$ cat src/rtl/rv32i_ctrl_pkg.sv
// Shared types and constants for the RV32I multi-cycle memory sequencer.
package rv32i_ctrl_pkg;

  typedef enum logic [2:0] {
    IDLE,
    FETCH,
    DECODE,
    DATA,
    COMMIT,
    FAULT
  } state_t;

  localparam logic [31:0] NOP    = 32'h0000_0013;
  localparam int          WDOG_W = 8;

endpackage

$ cat src/rtl/rv32i_mem_watchdog.sv
// Counts cycles a memory request waits for mem_ready; flags expiry after TIMEOUT cycles.
module rv32i_mem_watchdog
  import rv32i_ctrl_pkg::*;
#(
  parameter int unsigned TIMEOUT = 16
) (
  input  logic sys_clk,
  input  logic sys_reset,
  input  logic clear,
  input  logic enable,
  output logic expire
);

  localparam logic [WDOG_W-1:0] LIMIT = (TIMEOUT == 0) ? '0 : WDOG_W'(TIMEOUT - 1);

  logic [WDOG_W-1:0] count;

  // NOTE: sequential state uses non-blocking assignments so every flop samples pre-edge values.
  always_ff @(posedge sys_clk or posedge sys_reset) begin
    if (sys_reset)   count <= '0;
    else if (clear)  count <= '0;
    else if (enable) count <= count + 1'b1;
  end

  // enable already excludes mem_ready, so a response in the expiry cycle wins.
  assign expire = (TIMEOUT != 0) && enable && (count == LIMIT);

endmodule

$ cat src/rtl/rv32i_mem_sequencer.sv
// Multi-cycle fetch/decode/data/commit sequencer sharing one memory port for an RV32I core.
module rv32i_mem_sequencer
  import rv32i_ctrl_pkg::*;
#(
  parameter int unsigned TIMEOUT   = 16,
  parameter logic [31:0] NOP_INSTR = NOP
) (
  input  logic        sys_clk,
  input  logic        sys_reset,
  input  logic [31:0] pc,
  input  logic [31:0] data_addr,
  input  logic [31:0] data_wdata,
  input  logic        memloadf,
  input  logic        memstoref,
  output logic [31:0] instruction,
  output logic [31:0] load_data,
  output logic        commit,
  output logic        fault,
  output logic [31:0] instr_count,
  output logic        mem_req,
  output logic        mem_we,
  output logic [31:0] mem_addr,
  output logic [31:0] mem_wdata,
  input  logic        mem_ready,
  input  logic [31:0] mem_rdata
);

  state_t state, next_state;
  logic   fetch_ok;
  logic   req_active;
  logic   expire;

  assign fetch_ok   = (pc[1:0] == 2'b00);
  assign req_active = ((state == FETCH) && fetch_ok) || (state == DATA);

  // Clearing whenever idle is equivalent to clearing on entry: requests never run back-to-back.
  rv32i_mem_watchdog #(.TIMEOUT(TIMEOUT)) u_wdog (
    .sys_clk   (sys_clk),
    .sys_reset (sys_reset),
    .clear     (!req_active),
    .enable    (req_active && !mem_ready),
    .expire    (expire)
  );

  always_ff @(posedge sys_clk or posedge sys_reset) begin
    if (sys_reset) state <= IDLE;
    else           state <= next_state;
  end

  // NOTE: every always_comb output gets a default first, so no path can infer a latch.
  always_comb begin
    next_state = state;
    case (state)
      IDLE:    next_state = FETCH;
      FETCH: begin
        if (!fetch_ok)      next_state = FAULT;
        else if (mem_ready) next_state = DECODE;
        else if (expire)    next_state = FAULT;
      end
      DECODE: begin
        if (memloadf && memstoref)      next_state = FAULT;
        else if (memloadf || memstoref) next_state = DATA;
        else                            next_state = COMMIT;
      end
      DATA: begin
        if (mem_ready)   next_state = COMMIT;
        else if (expire) next_state = FAULT;
      end
      COMMIT:  next_state = FETCH;
      FAULT:   next_state = FAULT;
      default: next_state = IDLE;
    endcase
  end

  // Outputs depend on registered state and stable core inputs only, never on mem_ready.
  always_comb begin
    mem_req   = 1'b0;
    mem_we    = 1'b0;
    mem_addr  = '0;
    mem_wdata = '0;
    commit    = 1'b0;
    fault     = 1'b0;
    case (state)
      FETCH: begin
        if (fetch_ok) begin
          mem_req  = 1'b1;
          mem_addr = pc;
        end
      end
      DATA: begin
        mem_req   = 1'b1;
        mem_we    = memstoref;
        mem_addr  = data_addr;
        mem_wdata = data_wdata;
      end
      COMMIT:  commit = 1'b1;
      FAULT:   fault  = 1'b1;
      default: ;
    endcase
  end

  always_ff @(posedge sys_clk or posedge sys_reset) begin
    if (sys_reset) begin
      instruction <= NOP_INSTR;
      load_data   <= '0;
      instr_count <= '0;
    end else begin
      if (next_state == FAULT)
        instruction <= NOP_INSTR;
      else if ((state == FETCH) && fetch_ok && mem_ready)
        instruction <= mem_rdata;
      if ((state == DATA) && mem_ready && memloadf)
        load_data <= mem_rdata;
      if (state == COMMIT)
        instr_count <= instr_count + 1'b1;
    end
  end

endmodule
$ cat config.mk
export PLATFORM = sky130hd
export DESIGN_NAME = rv32i_mem_sequencer
export DESIGN_NICKNAME = d
export VERILOG_FILES = /design/src/rtl/rv32i_ctrl_pkg.sv /design/src/rtl/rv32i_mem_watchdog.sv /design/src/rtl/rv32i_mem_sequencer.sv
export SDC_FILE = /design/constraint.sdc
export NUM_CORES = 1
export LEC_CHECK = 0
export CORE_AREA = 4 4 92 160
export CTS_BUF_LIST = sky130_fd_sc_hd__clkbuf_8
export DETAILED_ROUTE_END_ITERATION = 7
export DIE_AREA = 0 0 96 164
export GPL_ROUTABILITY_DRIVEN = 1
export PLACE_DENSITY = 0.81
export SLEW_MARGIN = 20
export SYNTH_ARGS = -nofsm -noshare
export SYNTH_HDL_FRONTEND = slang
export SYNTH_SLANG_ARGS = --single-unit
$ cat constraint.sdc
create_clock -name sys_clk -period 5.3 [get_ports sys_clk]
set_input_delay 1.59 -clock sys_clk [delete_from_list [all_inputs] [get_ports sys_clk]]
set_output_delay 1.59 -clock sys_clk [all_outputs]
set_load 0.02 [all_outputs]
Word level (Yosys, flattened, before mapping)
Cells that the tools add are included. W data, S select, Z words.

Register bits after elaboration: 107. Output and inout bits: 164. Word-level logic and storage cells: 48.

Add/sub/neg operators: 2. Equality and inequality tests: 8. Multiplexer cells: 19. Reduce and logical (&&, ||, !) cells: 14.

Operators with widths (number): $mux W32 (4); $pmux W32 S2 (1); $add A32 B1 Y32 const B (1); $mux W3 (6); $mux W8 (2); $pmux W3 S5 (1); $eq A3 B3 Y1 const B (3); $add A8 B1 Y8 const B (1); $eq A8 B4 Y1 const B (1); $logic_and A1 B1 Y1 (7); $eq A3 B2 Y1 const B (2); $mux W1 (4); $eq A3 B1 Y1 const B (1); $logic_not A3 Y1 (1); $logic_not A2 Y1 (1); $logic_or A1 B1 Y1 (2); $ne A2 B1 Y1 const B (1); $pmux W1 S2 (1); $reduce_bool A2 Y1 (1); $reduce_or A2 Y1 (1); $logic_not A1 Y1 (1).

Depth between registers and ports, before layout
Gate-level depths: netlist of the first run.

Depth after elaboration: 11. Depth in mapped cells: 9. Depth with buffers taken out: 7.

Modules after synthesis
Synthesis of the first run repeated with hierarchy kept, for this count alone.

Cells, all modules: 561. Area, all modules: 5418.9 um^2.

Modules (own cells, without submodules): rv32i_mem_sequencer (times used 1, cells an instance 520, area an instance 4997.3 um^2, seq. area each 2481.1 um^2); rv32i_mem_watchdog (times used 1, cells an instance 41, area an instance 421.7 um^2, seq. area each 200.2 um^2).

Least setup slack after synthesis of the first run
OpenSTA, ideal clock, no wires.

Path type: input to output. Start: in pc[1]. End: out mem_addr[10]. Arrival: 2533 ps. Data required time: 3710 ps. Slack: 1177 ps. Stages on the path: 3. Buffers on the path: 1. Path through: nor4_2 clkbuf_1 a22o_1.

Word-level cells in the longest chain between the ends: 3.

Ends and longest elaborated chain: start: declaration (line rv32i_mem_sequencer.sv:10) `input logic [31:0] pc,`; $logic_not A2 Y1 (line rv32i_mem_sequencer.sv:33) `assign fetch_ok = (pc[1:0] == 2'b00);`; $mux W32 (line rv32i_mem_sequencer.sv:85) `if (fetch_ok) begin`; $pmux W32 S2 (line rv32i_mem_sequencer.sv:83) `case (state)`; end: declaration (line rv32i_mem_sequencer.sv:22) `output logic [31:0] mem_addr,`.

Every way passes these cells.

Worst setup path in the final report of the first run
Start: in pc[1]. End: out mem_addr[29].

Same word-level chain as after synthesis.

==> out/metrics.cfg, run 1 <==
[global_routing]
gr-usage-all-layers_pct=21.6
grt_max_degree=67
gr-total-overflow=0
antenna_found_initial=0
grt_pass1_wl_um=26200
grt_pass1_vias=4949

[status]
status=complete, no violations

[pwr]
leakagePower_nw=3.63
finalPower_mw=2.47
p_per_area_nw_per_um2=292
max-vdd-ir-drop_uv=171

[floorplanning]
die_h_um=164
pin_count=297
die_w_um=96
start_util_pct=38.5
row_count=56
dieArea_um2=15700
coreArea_um2=13400

[finish]
n_antenna_cell=0
final_cells=944
drive_gt1_share_pct=11.3
final_nets=901
area_delta_synth_final_pct=64.2

[drt]
vias_per_cell=5.00
dr.pass1.iters=5
drtIter0Drc=158
vias=4721
routed_wl_um=17000
ant_nets=0
detail_route.wl_per_cell_um=18.0
drc=0

[synth]
synth_area_leader_cell=dfrtp_1
synth-warning-count=0
synth.area.top_cells=dfrtp_1 50%, mux2_2 7.2%, nand2_1 5.5%
synth_edf_count=0
yosysTopAreaCellShare_pct=50.5
netlist_area_um2=5160
synthFlopType=dfrtp_1
ys_ff_latch=107
synth_cells=479
synth_async_sr_flop_share_pct=100
ys_seq_area_share_pct=52.0
synth_nets=615
syn_avg_cell_area_um2=10.8
ys_types=48

[timing]
slew_headroom_pct=48.0
slew_violations=0
min_period_ns=5.05
worst_slew_pin_slew_ns=0.781
period_share_pct=95.3
setup_viol=0
rsz0062_at_grt=false
clock_skew_ns=0.0136
tns_ns=0
timing_hold_violations_final=0
max_freq_ghz=0.198

[setup_path]
worst_ep_required_time_ns=3.71
crit_top_cell=clkdlybuf4s50_1
critical_path.endpoint=mem_addr[29]
critical-path-max-stage-delay_ns=0.62
r2r_end=load_data[2]
crit_start=pc[1]
rr_worst_depth=6
cp_slowest_cell=clkdlybuf4s50_1
arrival_ns=3.46
path_class=primary input to primary output
path_max_fanout=32
r2r_slack_ns=2.89
reg2reg_from=state[0]
crit_chain=clkdlybuf4s50_1 > nor4_4 > buf_12 > a22o_1 > clkdlybuf4s50_1
startpoint_type=primary input
end_kind=primary output

[worst_hold_path]
holdCritPathClass=flop to flop

[cts]
cts_root_buf=clkbuf_8
cts_buffer_depth=2
post_cts_buffers=0
cts-hold-fix-buffers=0
clk_pin_slew_ns=0.10
ctsResizeCount=0
cts_buffers=9
h-tree-depth=3
clk_latency_ns=0.37
numClockSinks=107
cts_tree=yes

[placement]
portBuffers=296
hpwl_um=13800
placed_cells=928
gp_congestion=0.914

[flow_run]
cap_viol_max_count=0

==> logic make-up (layout without fill, tap and decap cells) <==
| logic type | after synthesis | in the layout | synth area share (%) |
|---|---|---|---|
| mux | 34 | 34 | 7.40 |
| xor+xnor | 37 | 37 | 6.28 |
| fa+ha+maj | 3 | 3 | 0.728 |
| compound gates | 72 | 72 | 10.4 |
| simple gates | 187 | 187 | 19.6 |
| flops | 107 | 107 | 52.0 |
| buf+inv | 39 | 330 | 3.59 |
==> worst max-delay path: cells and delay by family <==
| kind | cells | cell delay [ns] |
|---|---|---|
| simple gates | 1 | 0.34 |
| compound gates | 1 | 0.17 |
| buf+inv | 3 | 1.34 |
==> synthesized netlist by cell type (2+ instances only) <==
library cell  instances
a21oi_2              10
a21oi_1              20
buf_4                 3
and3_1               41
nand2b_1              4
dfstp_2               3
o22ai_1               3
and4_1                4
inv_1                 8
o21ai_0               4
nor3_2                3
dfrtp_1             104
clkbuf_1             21
xor2_1               12
buf_2                 3
nor2b_1               4
nand3_1              11
nor4_4                2
nand4_1               4
xnor2_1              25
mux2_2               33
nand2_1              76
ha_1                  3
buf_6                 3
a22o_1               30
nor2_1               23
==> cell usage in the layout (no fill, tap or decap), types with 2 or more instances in the layout <==
| cell type | count |
|---|---|
| nand2_1 | 75 |
| clkdlybuf4s50_1 | 296 |
| ha_1 | 3 |
| nand4_1 | 4 |
| and4_1 | 4 |
| xnor2_1 | 25 |
| nor2_1 | 23 |
| and3_1 | 41 |
| o21ai_0 | 4 |
| clkinv_2 | 2 |
| xor2_1 | 12 |
| inv_1 | 7 |
| nand3_1 | 11 |
| a21oi_1 | 20 |
| nor4_4 | 3 |
| mux2_2 | 33 |
| dfstp_2 | 3 |
| a21oi_2 | 10 |
| dfrtp_1 | 104 |
| nand2b_1 | 4 |
| o22ai_1 | 3 |
| nor3_2 | 3 |
| buf_4 | 9 |
| nor2b_1 | 4 |
| clkbuf_8 | 10 |
| a22o_1 | 30 |
==> routing by layer <==
metal / global-route usage [%] / wire length (um)
met5: 0 / 0
met4: 6.93 / 418
met1: 23.3 / 5950
met2: 39.4 / 9460
met3: 6.28 / 1180
==> registers in the layout, indices dropped and copies added (netlist names) <==
name	flops
load_data	32
state	3
u_wdog.count	8
instr_count	32
instruction	32
==> per-stage QoR <==
step | setup slack (ns) | instance area, um2 | hold slack [ns] | util (%)
detailed placement | 0.261 | 8280 | 0.465 | 61.9
CTS | 0.258 | 8470 | 0.480 | 63.3
floorplan | 0.898 | 5160 | 0.501 | -
global route | 0.203 | 8470 | 0.484 | 63.3
finish | 0.251 | 8470 | 0.474 | 63.3
global placement | 0.337 | 8280 | 0.463 | 61.9
==> where the power goes <==
group | switching, mW | total [mW] | internal (mW)
registers | 0.0860 | 1.02 | 0.934
logic | 0.509 | 0.989 | 0.479
clock network | 0.278 | 0.466 | 0.188
total | 0.873 | 2.47 | 1.60
==> cell type report <==
cell class	instances	area, um2
well taps	174	218
multi-input cells	333	2300
flip-flops and latches	107	2680
clock buffers	10	138
inverters	8	32.5
fillers	1078	4910
repair buffers	306	3050
clock inverters	6	46.3
==> worst min path at each step <==
stage | start | to | depth (start not counted) | slack, ns
2_1_floorplan | u_wdog.count[7] | u_wdog.count[7] | 2 | 0.50
3_3_place_gp | instr_count[31] | instr_count[31] | 1 | 0.46
3_5_place_dp | instr_count[31] | instr_count[31] | 1 | 0.47
4_1_cts | instr_count[31] | instr_count[31] | 1 | 0.48
5_1_grt | instr_count[31] | instr_count[31] | 1 | 0.48
6_report | instr_count[31] | instr_count[31] | 1 | 0.47
Power figures use the tool's default switching activity.
==> inputs of run 2 (changes only) <==
--- a/config.mk
+++ b/config.mk
@@ -5,11 +5,12 @@
 export SDC_FILE = /design/constraint.sdc
 export NUM_CORES = 1
 export LEC_CHECK = 0
+export ABC_CLOCK_PERIOD_IN_PS = 5300
 export CORE_AREA = 4 4 92 160
 export CTS_BUF_LIST = sky130_fd_sc_hd__clkbuf_8
 export DETAILED_ROUTE_END_ITERATION = 7
 export DIE_AREA = 0 0 96 164
-export GPL_ROUTABILITY_DRIVEN = 1
+export GPL_ROUTABILITY_DRIVEN = 0
 export PLACE_DENSITY = 0.81
 export SLEW_MARGIN = 20
 export SYNTH_ARGS = -nofsm -noshare
==> results of run 2 <==
The final DEF is identical to that of run 1; final timing and power are the same.
==> inputs of run 3 (changes only) <==
--- a/config.mk
+++ b/config.mk
@@ -5,14 +5,13 @@
 export SDC_FILE = /design/constraint.sdc
 export NUM_CORES = 1
 export LEC_CHECK = 0
-export ABC_CLOCK_PERIOD_IN_PS = 5300
-export CORE_AREA = 4 4 92 160
+export ABC_CLOCK_PERIOD_IN_PS = 4100
+export CORE_AREA = 4 4 96 166
 export CTS_BUF_LIST = sky130_fd_sc_hd__clkbuf_8
 export DETAILED_ROUTE_END_ITERATION = 7
-export DIE_AREA = 0 0 96 164
+export DIE_AREA = 0 0 100 170
 export GPL_ROUTABILITY_DRIVEN = 0
-export PLACE_DENSITY = 0.81
-export SLEW_MARGIN = 20
+export PLACE_DENSITY = 0.78
 export SYNTH_ARGS = -nofsm -noshare
 export SYNTH_HDL_FRONTEND = slang
 export SYNTH_SLANG_ARGS = --single-unit
==> constraint.sdc (replaced) <==
create_clock -name sys_clk -period 4.1 [get_ports sys_clk]
set_input_delay 1.23 -clock sys_clk [delete_from_list [all_inputs] [get_ports sys_clk]]
set_output_delay 1.23 -clock sys_clk [all_outputs]
set_load 0.02 [all_outputs]
==> out/metrics.cfg, run 3 (synthesis gave the netlist of run 1 again) <==
[worst_hold_path]
whs_path_depth=1  ; unchanged
min_from=instr_count[31]  ; unchanged
hold_end=instr_count[31]  ; unchanged
holdCritPathClass=flop to flop  ; unchanged

[timing]
min_period_ns=4.02
slew_headroom_pct=49.7  ; was 48.0%
slew_violations=0  ; unchanged
period_share_pct=98.0
clock_skew_ns=0.0165  ; was 0.0136 ns
max_freq_ghz=0.249
fin_ws_ns=0.0812  ; was 0.251 ns
rsz0062_at_grt=false  ; unchanged
timing_hold_violations_final=0  ; unchanged
setup_viol=0  ; unchanged
worst_slew_pin_slew_ns=0.754  ; was 0.781 ns

[finish]
area_delta_synth_final_pct=64.2  ; about the same
most-common-layout-cells=266 x clkdlybuf4s50_1, 104 x dfrtp_1, 76 x nand2_1, 41 x and3_1, 33 x mux2_2  ; was 296 x clkdlybuf4s50_1, 104 x dfrtp_1, 75 x nand2_1, 41 x and3_1, 33 x mux2_2
fillers=1277  ; was 1,078
multiInputGateArea_um2=2300  ; about the same
final_nets=904  ; was 901
top_regs=instr_count: 32 flops, instruction: 32 flops, load_data: 32 flops  ; unchanged
mostFrequentLayoutCell=clkdlybuf4s50_1  ; unchanged
final_area_um2=8470  ; about the same
drive_gt1_share_pct=11.5  ; was 11.3%
regArea_um2=2680  ; unchanged
n_antenna_cell=0  ; unchanged

[floorplanning]
start_util_pct=35.1  ; was 38.5%
pin_count=297  ; unchanged
die_w_um=100  ; was 96 um
die_h_um=170  ; was 164 um
dieArea_um2=17000  ; was 15,700 um2
coreArea_um2=14700  ; was 13,400 um2
row_count=59  ; was 56

[drt]
dr.pass1.iters=4  ; was 5
detail_route.wl_per_cell_um=18.0  ; about the same
drtIter0Drc=160  ; was 158
vias=4795  ; was 4,721
vias_per_cell=5.02  ; was 5.00
routed_wl_um=17200  ; was 17,000 um
drc=0  ; unchanged
ant_nets=0  ; unchanged

[cts]
cts_root_buf=clkbuf_8  ; unchanged
cts_tree=yes  ; unchanged
h-tree-depth=3  ; unchanged
clk_latency_ns=0.37  ; about the same
clk_pin_slew_ns=0.10  ; about the same
cts_buffers=9  ; unchanged
numClockSinks=107  ; unchanged
cts_buffer_depth=2  ; unchanged

[setup_path]
rr_worst_depth=7  ; was 6
r2r_end=instruction[14]  ; was load_data[2]
r2r_slack_ns=1.73  ; was 2.89 ns
worst_ep_required_time_ns=2.87  ; was 3.71 ns
path_class=primary input to primary output  ; unchanged
end_kind=primary output  ; unchanged
startpoint_type=primary input  ; unchanged
arrival_ns=2.79  ; was 3.46 ns
reg2reg_from=state[1]  ; was state[0]
path_max_fanout=2  ; was 32

[pwr]
p_per_area_nw_per_um2=378  ; was 292 nW/um2
max-vdd-ir-drop_uv=209  ; was 171 uV
finalPower_mw=3.20  ; was 2.47 mW
leakagePower_nw=3.79  ; was 3.63 nW

[global_routing]
grt_max_degree=62  ; was 67
grt_pass1_vias=5152  ; was 4,949
gr-usage-all-layers_pct=19.9  ; was 21.6%
antenna_found_initial=0  ; unchanged
gr-total-overflow=0  ; unchanged
grt_pass1_wl_um=26600  ; was 26,200 um

[placement]
dpl_worst_slack_ns=-0.162  ; was 0.261 ns
portBuffers=296  ; unchanged
hpwl_um=13700  ; was 13,800 um
placed_area_um2=8330  ; was 8280 um2

[flow_run]
cap_viol_max_count=0  ; unchanged

[status]
status=complete, no violations  ; unchanged

## run 3: final cells by class
| cell class | count | share of cell area, % |
|---|---|---|
| Timing Repair Buffer | 309 | 36.0 |
| Sequential cell | 107 | 31.7 |
| Multi-Input combinational cell | 333 | 27.1 |
| Tap cell | 183 | 2.70 |
| Clock buffer | 9 | 1.46 |
| Clock inverter | 7 | 0.665 |
| Inverter | 8 | 0.384 |
## run 3: where the power goes
part / internal, mW / switching, mW / total, mW
combinational: 0.611 / 0.664 / 1.27
sequential: 1.21 / 0.113 / 1.32
clock: 0.231 / 0.374 / 0.605
total: 2.05 / 1.15 / 3.20
## run 3: worst max-delay path by stage
stage	startpoint	to
final	pc[1]	mem_req
after detailed placement	pc[1]	mem_addr[6]
after global placement	pc[1]	mem_addr[15]
after floorplan	sys_reset	instr_count[0]
after CTS	pc[1]	mem_req
after global routing	pc[0]	mem_req
## run 3: timing repair
action | in CTS | in global routing
setup endpoints to repair | 30 | 0
hold buffers | 0 | 0
endpoints found under the hold margin | 0 | 0
resized for setup | 30 | 0
buffers inserted | 0 | 0
## run 3: through the flow
stage / cells / hold WS, ns / utilization [%] / setup TNS (ns)
3_3_place_gp: 940 / 0.473 / 56.7 / -2.90
4_1_cts: 956 / 0.494 / 57.7 / 0
2_1_floorplan: 479 / 0.501 / - / 0
5_1_grt: 956 / 0.519 / 57.7 / 0
3_5_place_dp: 940 / 0.481 / 56.7 / -4.08
6_report: 956 / 0.492 / 57.7 / 0
## run 3: metal layers
layer | track usage (%) | vias up | routed length (um)
li1 | - | 2238 | -
met3 | 5.54 | 32 | 1120
met2 | 38.8 | 197 | 9920
met5 | 0 | - | 0
met1 | 19.5 | 2328 | 5650
met4 | 7.27 | 0 | 480
## run 3: critical path, cell delays in order
cell             delay (ns)
clkdlybuf4s50_1        0.46
buf_4                  0.16
nor2_1                 0.14
o21ai_1                0.10
inv_1                  0.08
clkdlybuf4s50_1        0.62
